===== src/rtl/mem_ctrl_pkg.sv =====
// Shared encodings for the load/store memory controller: access sizes, FSM states
// and the request fields latched at acceptance.
package mem_ctrl_pkg;

    localparam logic [1:0] MEM_SIZE_BYTE = 2'b00;
    localparam logic [1:0] MEM_SIZE_HALF = 2'b01;
    localparam logic [1:0] MEM_SIZE_WORD = 2'b10;

    localparam logic [0:0] ST_IDLE = 1'b0;
    localparam logic [0:0] ST_REQ  = 1'b1;

    // Fields needed after acceptance to format the returned load data
    typedef struct packed {
        logic       sign;
        logic [1:0] size;
        logic [1:0] addr_lo;
    } mem_req_t;

endpackage


===== src/rtl/mem_load_fmt.sv =====
// Combinational ARMv4 load formatter: lane select, sign/zero extension and the
// unaligned-LDR rotation. Shared with the LDM/SWP paths.
module mem_load_fmt
    import mem_ctrl_pkg::*;
(
    input  logic [31:0] rdata,
    input  logic [1:0]  addr_lo,
    input  logic [1:0]  size,
    input  logic        sign,
    output logic [31:0] data
);

    logic [7:0]  lane;
    logic [15:0] half;
    logic [31:0] rot;

    always_comb begin
        lane = rdata[7:0];
        rot  = rdata;
        data = rdata;
        half = addr_lo[1] ? rdata[31:16] : rdata[15:0];

        case (addr_lo)
            2'd0: begin lane = rdata[7:0];   rot = rdata;                         end
            2'd1: begin lane = rdata[15:8];  rot = {rdata[7:0],  rdata[31:8]};   end
            2'd2: begin lane = rdata[23:16]; rot = {rdata[15:0], rdata[31:16]};  end
            2'd3: begin lane = rdata[31:24]; rot = {rdata[23:0], rdata[31:24]};  end
            default: ;
        endcase

        // Sign only matters for sub-word loads; word loads rotate instead
        case (size)
            MEM_SIZE_BYTE:        data = {{24{sign & lane[7]}}, lane};
            MEM_SIZE_HALF:        data = {{16{sign & half[15]}}, half};
            MEM_SIZE_WORD, 2'b11: data = rot;
            default:              data = rot;
        endcase
    end

endmodule


===== src/rtl/mem_ctrl.sv =====
// Load/store controller: latches one EX request, runs a req/ack word-bus access with
// byte enables and a saturating timeout, and returns formatted load data to WB.
//
// state   | meaning
// --------+-----------------------------------------------------------
// ST_IDLE | waiting for a request from EX; bus ack ignored
// ST_REQ  | bus request driven from latched request; waiting for ack
module mem_ctrl
    import mem_ctrl_pkg::*;
#(
    parameter int TIMEOUT = 255
)
(
    input  logic        i_clk,
    input  logic        i_rst,
    input  logic        i_memctrl_vld,
    input  logic        i_memctrl_wr,
    input  logic        i_memctrl_sign,
    input  logic [1:0]  i_memctrl_size,
    input  logic [31:0] i_memctrl_addr,
    input  logic [31:0] i_memctrl_wdata,
    output logic        o_stall,
    output logic        o_bus_req,
    output logic        o_bus_wr,
    output logic [31:0] o_bus_addr,
    output logic [3:0]  o_bus_be,
    output logic [31:0] o_bus_wdata,
    input  logic        i_bus_ack,
    input  logic [31:0] i_bus_rdata,
    output logic        o_rdata_vld,
    output logic [31:0] o_rdata,
    output logic        o_abort
);

    localparam int CNT_W = $clog2(TIMEOUT + 1);

    logic [0:0]       state;
    logic [CNT_W-1:0] cnt;
    mem_req_t         req;
    logic [3:0]       be_next;
    logic [31:0]      wdata_next;
    logic [31:0]      fmt_data;

    always_comb begin
        be_next    = 4'b1111;
        wdata_next = i_memctrl_wdata;
        case (i_memctrl_size)
            MEM_SIZE_BYTE: begin
                be_next    = 4'b0001 << i_memctrl_addr[1:0];
                wdata_next = {4{i_memctrl_wdata[7:0]}};
            end
            MEM_SIZE_HALF: begin
                be_next    = i_memctrl_addr[1] ? 4'b1100 : 4'b0011;
                wdata_next = {2{i_memctrl_wdata[15:0]}};
            end
            default: begin
                be_next    = 4'b1111;
                wdata_next = i_memctrl_wdata;
            end
        endcase
    end

    mem_load_fmt u_load_fmt (
        .rdata   (i_bus_rdata),
        .addr_lo (req.addr_lo),
        .size    (req.size),
        .sign    (req.sign),
        .data    (fmt_data)
    );

    assign o_bus_req = (state == ST_REQ);
    assign o_stall   = ((state == ST_IDLE) & i_memctrl_vld) | (state == ST_REQ);

    always_ff @(posedge i_clk) begin
        if (i_rst) begin
            state       <= ST_IDLE;
            cnt         <= '0;
            req         <= '0;
            o_bus_wr    <= 1'b0;
            o_bus_addr  <= '0;
            o_bus_be    <= '0;
            o_bus_wdata <= '0;
            o_rdata_vld <= 1'b0;
            o_rdata     <= '0;
            o_abort     <= 1'b0;
        end else begin
            o_rdata_vld <= 1'b0;
            o_abort     <= 1'b0;
            case (state)
                ST_IDLE: begin
                    if (i_memctrl_vld) begin
                        req.sign    <= i_memctrl_sign;
                        req.size    <= i_memctrl_size;
                        req.addr_lo <= i_memctrl_addr[1:0];
                        o_bus_wr    <= i_memctrl_wr;
                        o_bus_addr  <= {i_memctrl_addr[31:2], 2'b00};
                        o_bus_be    <= be_next;
                        o_bus_wdata <= wdata_next;
                        cnt         <= '0;
                        state       <= ST_REQ;
                    end
                end
                ST_REQ: begin
                    // An ack in the final allowed cycle takes priority over the abort
                    if (i_bus_ack) begin
                        state <= ST_IDLE;
                        if (!o_bus_wr) begin
                            o_rdata_vld <= 1'b1;
                            o_rdata     <= fmt_data;
                        end
                    end else if (cnt == CNT_W'(TIMEOUT - 1)) begin
                        o_abort <= 1'b1;
                        state   <= ST_IDLE;
                    end else if (cnt != CNT_W'(TIMEOUT)) begin
                        cnt <= cnt + 1'b1;
                    end
                end
                default: state <= ST_IDLE;
            endcase
        end
    end

endmodule


===== config.mk =====
export PLATFORM = sky130hd
export DESIGN_NAME = mem_ctrl
export DESIGN_NICKNAME = d
export VERILOG_FILES = /design/src/rtl/mem_ctrl_pkg.sv /design/src/rtl/mem_load_fmt.sv /design/src/rtl/mem_ctrl.sv
export SDC_FILE = /design/constraint.sdc
export NUM_CORES = 1
export LEC_CHECK = 0
export CORE_MARGIN = 5
export CORE_UTILIZATION = 35
export CTS_BUF_LIST = sky130_fd_sc_hd__clkbuf_4 sky130_fd_sc_hd__clkbuf_8
export DETAILED_ROUTE_END_ITERATION = 10
export DONT_BUFFER_PORTS = 1
export GPL_TIMING_DRIVEN = 0
export SETUP_SLACK_MARGIN = 0.2
export SLEW_MARGIN = 20
export SYNTH_ARGS = -nofsm -noshare
export SYNTH_HDL_FRONTEND = slang
export SYNTH_HIERARCHICAL = 1
export SYNTH_SLANG_ARGS = --single-unit

===== constraint.sdc =====
create_clock -name i_clk -period 4.45 [get_ports i_clk]
set_input_delay 0.89 -clock i_clk [delete_from_list [all_inputs] [get_ports i_clk]]
set_output_delay 0.89 -clock i_clk [all_outputs]
set_load 0.02 [all_outputs]

==> impl_metrics.ini, run 1 <==
[clock_network]
cts_resized = 0
cts_sinks = 115
h-tree-depth = 4
insertion_delay_ns = 0.43
cts_buffers = 17
cts_buffer_depth = 2
postCtsSetupBuffers = 0
hold_buffers = 0
clk_pin_slew_ns = 0.07
clock-root-buffer = clkbuf_8
cts_tree = built

[hold_path]
hold_path_class = reg -> reg

[synthesis]
yosys_warnings = 6
synth_cell_type_count = 55
ys_ff_latch = 115
yosysSeqAreaShare_pct = 41.8
synth.avg_cell_area_um2 = 8.16
synth_area_um2 = 5510
postSynthCellCount = 675

[placement]
dp.final_hpwl_um = 13400
finalWeightedCongestion = 0.907
dp_slack_ns = 2.22
portBuffers = 0

[critical_path]
path_class = reg -> out
startpoint_type = flop
crit_path_max_fanout = 8
slowest_delay_ns = 0.62
crit_chain = or2_1
crit_family = flip-flops
critical_path_buf_inv_count = 0
worstPathRequired_ns = 3.56
crit_arrival_ns = 1.40
end_kind = primary output
crit_slowest_cell = dfxtp_1

[global_route]
grt_pass1_vias = 5039
grt_antenna_before_repair = 0
grt_pass1_wl_um = 26600
grt_max_degree = 17
grt-ovfl-total = 0
track_usage_pct = 18.4

[run]
maxCapViolCount = 0

[timing]
slew_viol_final = 0
hold_ws_ns = 0.466
clock_skew_ns = 0.00862
period_minus_slack_ns = 2.29
grt_setup_unrepaired = false
setup_ws_ns = 2.16
setup_viol = 0
finalCritPeriodShare_pct = 51.4
worst_slew_pin_slew_ns = 0.598
hold_violations = 0
fmaxAchievable_mhz = 437
tns_ns = 0
timing.slew.headroom_pct = 60.1

[floorplan]
initial_core_util_pct = 35.9
die_y_um = 135
die_width_um = 135
core_area_um2 = 15300
rows = 45
io_pins = 209
fp.dieArea_um2 = 18300

[drt]
wl_um = 17200
routedWlPerCell_um = 18.7
dr.pass1.iters = 5
vias_per_cell = 5.48
drc_errors = 0
ant_nets = 0
via_count = 5032
drt_iter0_markers = 363

[power_and_ir_drop]
power_mw = 2.58
p_per_area_nw_per_um2 = 414
p_leak_nw = 2.25
vdd_drop_max_uv = 178

[final_layout]
nNetsFinal = 801
drive_gt1_share_pct = 10.2
layout_common_cells = 190 x nand2_1, 115 x dfxtp_1, 92 x a21oi_1
antenna_cells = 0
syn_to_final_growth_pct = 13.2
layout_commonest_cell = nand2_1

[run_status]
outcome = completed
==> where the power goes <==
| group | switching (mW) | internal, mW | total (mW) |
|---|---|---|---|
| combinational | 0.170 | 0.109 | 0.279 |
| clock | 0.440 | 0.678 | 1.12 |
| sequential | 0.102 | 1.08 | 1.18 |
==> registers in the layout, summed over array words and instances (netlist names) <==
| signal | cells |
|---|---|
| o_bus_wdata | 32 |
| cnt | 8 |
| o_bus_wr | 1 |
| o_rdata_vld | 1 |
| req | 5 |
| o_abort | 1 |
| o_bus_addr | 30 |
| o_rdata | 32 |
| o_bus_be | 4 |
| o_bus_req | 1 |
==> metrics by stage <==
step	instance area, µm²	utilization (%)	cells
2_1_floorplan	5510	-	676
4_1_cts	6230	40.7	919
3_5_place_dp	5770	37.7	887
6_report	6230	40.7	919
5_1_grt	6230	40.7	919
3_3_place_gp	5770	37.7	887
==> cells by family after synthesis <==
logic type | after synthesis | synth area share (%)
buffers and inverters | 63 | 5.23
adder cells (fa/ha/maj) | 2 | 0.454
multiplexers | 57 | 12.4
other | 1 | 0.0681
flip-flops | 115 | 41.8
AND/OR/NAND/NOR | 267 | 20.7
AO/OA/AOI/OAI | 170 | 19.4
==> cells in the mapped netlist (all sizes together) <==
master	n	area (µm²)
dfxtp	115	2300
nor4	2	18.8
nand3	20	105
a311oi	8	70.1
nor2	27	101
buf	30	159
a211oi	11	82.6
a31o	1	8.76
and2	1	7.51
o41ai	1	8.76
and3b	1	8.76
nor2b	3	18.8
nor3	4	20.0
o31ai	1	7.51
a21boi	1	7.51
or4	2	15.0
inv	5	18.8
clkbuf	27	101
a211o	1	8.76
and3	3	23.8
nand2b	4	25.0
nor4b	1	23.8
o21ai	22	121
ha	2	25.0
dlygate4sd1	1	8.76
o221ai	8	70.1
a21oi	92	460
conb	1	3.75
and2b	1	7.51
mux2i	47	470
mux2	3	37.5
a32oi	1	27.5
o22a	15	131
nand2	191	719
o211ai	3	27.5
mux4	7	173
o21bai	2	15.0
or2	3	18.8
or3	2	12.5
a31oi	2	12.5
nand4	2	12.5
o21a	1	7.51
==> worst paths after layout <==
kind                 to  slack, ns  startpoint  depth (start not counted)
max             o_stall       2.16   o_bus_req                          1
min              req[3]       0.47      req[3]                          2
max reg2reg  o_rdata[0]       2.49   o_bus_req                          5
min reg2reg      req[3]       0.47      req[3]                          2
==> final cells by class <==
class	instances	area, µm²
inverters	5	18.8
fillers	1556	9080
clock buffers	18	248
multi-input cells	498	2920
well taps	211	264
clock inverters	14	209
plain buffers	58	269
flip-flops and latches	115	2300
==> routing by layer <==
metal / routed length [µm] / GRT usage (%)
met1: 6550 / 20.3
met2: 8240 / 30.4
met3: 1670 / 7.24
met4: 726 / 10.3
met5: 0 / 0
(Power assumes the default switching activity.)
==> run 2: changes to the inputs <==
==> constraint.sdc (replaced) <==
create_clock -name i_clk -period 1.9 [get_ports i_clk]
set_input_delay 0.38 -clock i_clk [delete_from_list [all_inputs] [get_ports i_clk]]
set_output_delay 0.38 -clock i_clk [all_outputs]
set_load 0.02 [all_outputs]
==> impl_metrics.ini, run 2 (synthesis results as in run 1) <==
[run_status]
outcome = completed

[drt]
routedWlPerCell_um = 18.7
dr.pass1.iters = 5
drc_errors = 0
drt_iter0_markers = 297
ant_nets = 0
via_count = 5069
vias_per_cell = 5.50
wl_um = 17300

[power_and_ir_drop]
vdd_drop_max_uv = 416
p_leak_nw = 2.32
power_mw = 6.09
p_per_area_nw_per_um2 = 953

[timing]
hold_violations = 0
fmaxAchievable_mhz = 588
period_minus_slack_ns = 1.70
clock_skew_ns = 0.00962
grt_setup_unrepaired = true
timing.slew.headroom_pct = 60.3
finalCritPeriodShare_pct = 89.4
setup_viol = 0
worst_slew_pin_slew_ns = 0.595
tns_ns = 0
slew_viol_final = 0

[clock_network]
cts_buffer_depth = 2
clock-root-buffer = clkbuf_8
cts_buffers = 17
insertion_delay_ns = 0.43
cts_sinks = 115
cts_tree = built
clk_pin_slew_ns = 0.07
h-tree-depth = 4
hold_buffers = 0

[floorplan]
initial_core_util_pct = 35.9
io_pins = 209
die_width_um = 135
die_y_um = 135
core_area_um2 = 15300
fp.dieArea_um2 = 18300
rows = 45

[global_route]
grt_max_degree = 17
grt_antenna_before_repair = 0
grt_pass1_wl_um = 26600
track_usage_pct = 18.4
grt_pass1_vias = 5044
grt-ovfl-total = 0

[placement]
dp.final_hpwl_um = 13400
postPlaceCellArea_um2 = 5770
portBuffers = 0
place_inst = 887
finalWeightedCongestion = 0.907

[critical_path]
crit_slowest_cell = o211ai_1
crit_arrival_ns = 2.06
crit_family = buffers and inverters
startpoint_type = flop
crit_top_cell = nand2_1
end_kind = flop
worstPathRequired_ns = 2.27
slowest_delay_ns = 0.35
critical_path_buf_inv_count = 2
crit_chain = buf_2 -> nand2_1 -> clkbuf_2 -> o211ai_1 -> nand2_1 -> a21oi_1
path_class = reg -> reg
crit_path_max_fanout = 10

[final_layout]
fin_util_pct = 41.7
seqCellArea_um2 = 2310
layout_common_cells = 190 x nand2_1, 112 x dfxtp_1, 91 x a21oi_1
design_area_um2 = 6390
multi_input_area_um2 = 2980
layout_commonest_cell = nand2_1
syn_to_final_growth_pct = 16.1
drive_gt1_share_pct = 13.8
nNetsFinal = 804
fillCellCount = 1539
reg_top3 = o_bus_wdata x32, o_rdata x32, o_bus_addr x30
antenna_cells = 0
fin_cells = 922

[run]
maxCapViolCount = 0

[hold_path]
hold_path_class = in -> reg
==> run 2: changes by cell type in the layout (fill, tap and decap cells not counted), moves of 2 or more <==
cell      change
dfxtp_2       +2
buf_2         -9
buf_1         -2
o221ai_2      +5
clkbuf_2      +9
clkbuf_4      +2
buf_4         +7
o221ai_1      -5
clkbuf_1      -7
dfxtp_1       -3
buf_12        +3
==> run 2: worst paths after layout <==
| check | startpoint | to | slack [ns] | depth (start not counted) |
|---|---|---|---|---|
| setup / recovery | req[3] | o_rdata[15] | 0.20 | 6 |
| hold / removal | i_memctrl_wdata[2] | o_bus_wdata[2] | 0.08 | 2 |
| setup reg to reg | req[3] | o_rdata[15] | 0.20 | 6 |
| hold reg to reg | req[3] | req[3] | 0.47 | 2 |
==> run 2: through the flow <==
| stage | hold WS, ns | setup slack, ns |
|---|---|---|
| after floorplan | 0.433 | 0.261 |
| after global placement | 0.447 | -0.0533 |
| after detailed placement | 0.455 | -0.0758 |
| after CTS | 0.0353 | 0.189 |
| after global routing | 0.0346 | 0.182 |
| final | 0.0777 | 0.201 |
==> run 2: where the power goes <==
group | internal, mW | leakage, nW | total (mW) | switching [mW]
sequential | 2.53 | 0.942 | 2.77 | 0.239
clock | 1.59 | 0.221 | 2.62 | 1.03
combinational | 0.284 | 1.16 | 0.694 | 0.410
==> run 2: routing by layer <==
metal,track usage (%),wire length (µm),share of wire [%],up-vias
met2,30.3,8310,48,236
met4,10.4,697,4.0,0
met5,0,0,0,-
met1,20.2,6550,38,2383
li1,-,-,-,2397
met3,7.32,1700,9.8,53
==> run 2: what timing repair did <==
action                     in CTS  in global routing
gates resized for setup        11                 37
buffers inserted                0                  3
pin swaps                       2                  3
setup endpoints to repair      87                 35
==> run 2: cell type report <==
type	count	share of cell area, %
plain buffers	58	4.99
inverters	5	0.294
well taps	211	4.13
repair buffers	3	0.744
flip-flops and latches	115	36.1
clock buffers	18	3.88
multi-input cells	498	46.6
clock inverters	14	3.27
==> run 3: changes to the inputs <==
--- a/config.mk
+++ b/config.mk
@@ -10,7 +10,6 @@
 export CTS_BUF_LIST = sky130_fd_sc_hd__clkbuf_4 sky130_fd_sc_hd__clkbuf_8
 export DETAILED_ROUTE_END_ITERATION = 10
 export DONT_BUFFER_PORTS = 1
-export GPL_TIMING_DRIVEN = 0
 export SETUP_SLACK_MARGIN = 0.2
 export SLEW_MARGIN = 20
 export SYNTH_ARGS = -nofsm -noshare
==> impl_metrics.ini, run 3 (synthesis results as in run 1) <==
[run_status]
outcome = completed

[critical_path]
critical_path_buf_inv_count = 1
crit_chain = inv_1 -> ha_1 -> nor2_2 -> nor4_2 -> or4_1 -> a21boi_1
crit_slowest_cell = or4_1
crit_family = simple AND/OR/NAND/NOR gates
r2r_cells = 6
crit_start = cnt[0]
path_class = reg -> reg
crit_path_max_fanout = 6
r2r-start = cnt[0]
end_kind = flop
crit_arrival_ns = 1.99
critical_path_depth = 6
worstPathRequired_ns = 2.26
slowest_delay_ns = 0.48
startpoint_type = flop

[clock_network]
cts_tree = built
h-tree-depth = 4
insertion_delay_ns = 0.43
cts_sinks = 115
clock-root-buffer = clkbuf_8
clk_pin_slew_ns = 0.07
cts_buffers = 17
cts_buffer_depth = 2

[drt]
vias_per_cell = 5.49
drt_iter0_markers = 355
via_count = 4846
routedWlPerCell_um = 19.4
drc_errors = 0
ant_nets = 0
dr.pass1.iters = 5
wl_um = 17200

[final_layout]
layout_commonest_cell = nand2_1
reg_top3 = o_bus_wdata x32, o_rdata x32, o_bus_addr x30
fillCellCount = 1554
syn_to_final_growth_pct = 13.0
multi_input_area_um2 = 2950
seqCellArea_um2 = 2300
layout_common_cells = 190 x nand2_1, 113 x dfxtp_1, 92 x a21oi_1
fin_util_pct = 40.6
drive_gt1_share_pct = 10.9
antenna_cells = 0
nNetsFinal = 768

[placement]
dp.final_hpwl_um = 11400
portBuffers = 0
finalWeightedCongestion = 0.856

[timing]
finalCritPeriodShare_pct = 86.0
slew_viol_final = 0
fmaxAchievable_mhz = 612
period_minus_slack_ns = 1.63
timing.slew.headroom_pct = 55.9
grt_setup_unrepaired = true
clock_skew_ns = 0.00879
tns_ns = 0
hold_violations = 0
setup_viol = 0
worst_slew_pin_slew_ns = 0.662

[power_and_ir_drop]
p_per_area_nw_per_um2 = 919
vdd_drop_max_uv = 454
p_leak_nw = 2.26

[hold_path]
holdPathStages = 1
min_from = i_rst
hold_path_class = in -> reg

[global_route]
grt-ovfl-total = 0
grt_pass1_wl_um = 26300
grt_max_degree = 68
track_usage_pct = 18.2
grt_pass1_vias = 4814
grt_antenna_before_repair = 0

[floorplan]
die_y_um = 135
rows = 45
die_width_um = 135
initial_core_util_pct = 35.9
core_area_um2 = 15300
fp.dieArea_um2 = 18300
io_pins = 209

[run]
maxCapViolCount = 0
## run 3: cell types whose count changed in the layout (fill, tap and decap cells not counted), sizes merged
| cell | delta |
|---|---|
| buf | -11 |
| bufinv | -3 |
| clkbuf | -24 |
| clkinv | -1 |
| clkinvlp | -4 |
| dlygate4sd1 | -1 |
| dlygate4sd3 | +6 |
| inv | -1 |
## run 3: power breakdown
part	switching (mW)	internal [mW]	total, mW
combinational	0.374	0.284	0.658
sequential	0.242	2.53	2.78
clock	0.942	1.34	2.28
total	1.56	4.16	5.72
## run 3: metrics by stage
stage / setup WS (ns) / instance area, µm² / power (mW) / std cells / hold WS, ns
final: 0.266 / 6220 / 5.72 / 883 / 0.0560
after global routing: 0.171 / 6220 / 5.99 / 883 / 0.0233
after CTS: 0.221 / 6130 / 5.77 / 878 / 0.0250
after detailed placement: 0.220 / 5630 / 3.40 / 841 / 0.462
after global placement: 0.304 / 5630 / 3.37 / 841 / 0.459
after floorplan: 0.261 / 5510 / 3.30 / 676 / 0.433
## run 3: final timing paths
path / end / slack [ns]
setup / recovery: cnt[3] / 0.27
hold / removal: cnt[0] / 0.06
setup reg to reg: cnt[3] / 0.27
hold reg to reg: req[4] / 0.52
## run 3: timing repair
item                                    4_1_cts  5_1_grt
endpoints found under the setup margin        1       20
resized for setup                             1        4
gates cloned                                  0        1
hold buffers                                  8        0
setup buffers                                 0        4
pin swaps                                     0        1
hold endpoints to repair                     69        0
## run 3: metal layers
metal	up-vias	track usage, %	wire [µm]
met2	195	31.1	8430
met1	2316	20.6	6730
met5	-	0	0
met3	17	7.21	1760
li1	2318	-	-
met4	0	6.33	235
## run 3: layout make-up
type / instances / share of cell area, %
clock buffers: 24 / 5.11
clock inverters: 5 / 1.21
inverters: 5 / 0.302
multi-input cells: 498 / 47.4
flip-flops and latches: 115 / 37.0
well taps: 211 / 4.24
repair buffers: 25 / 4.66
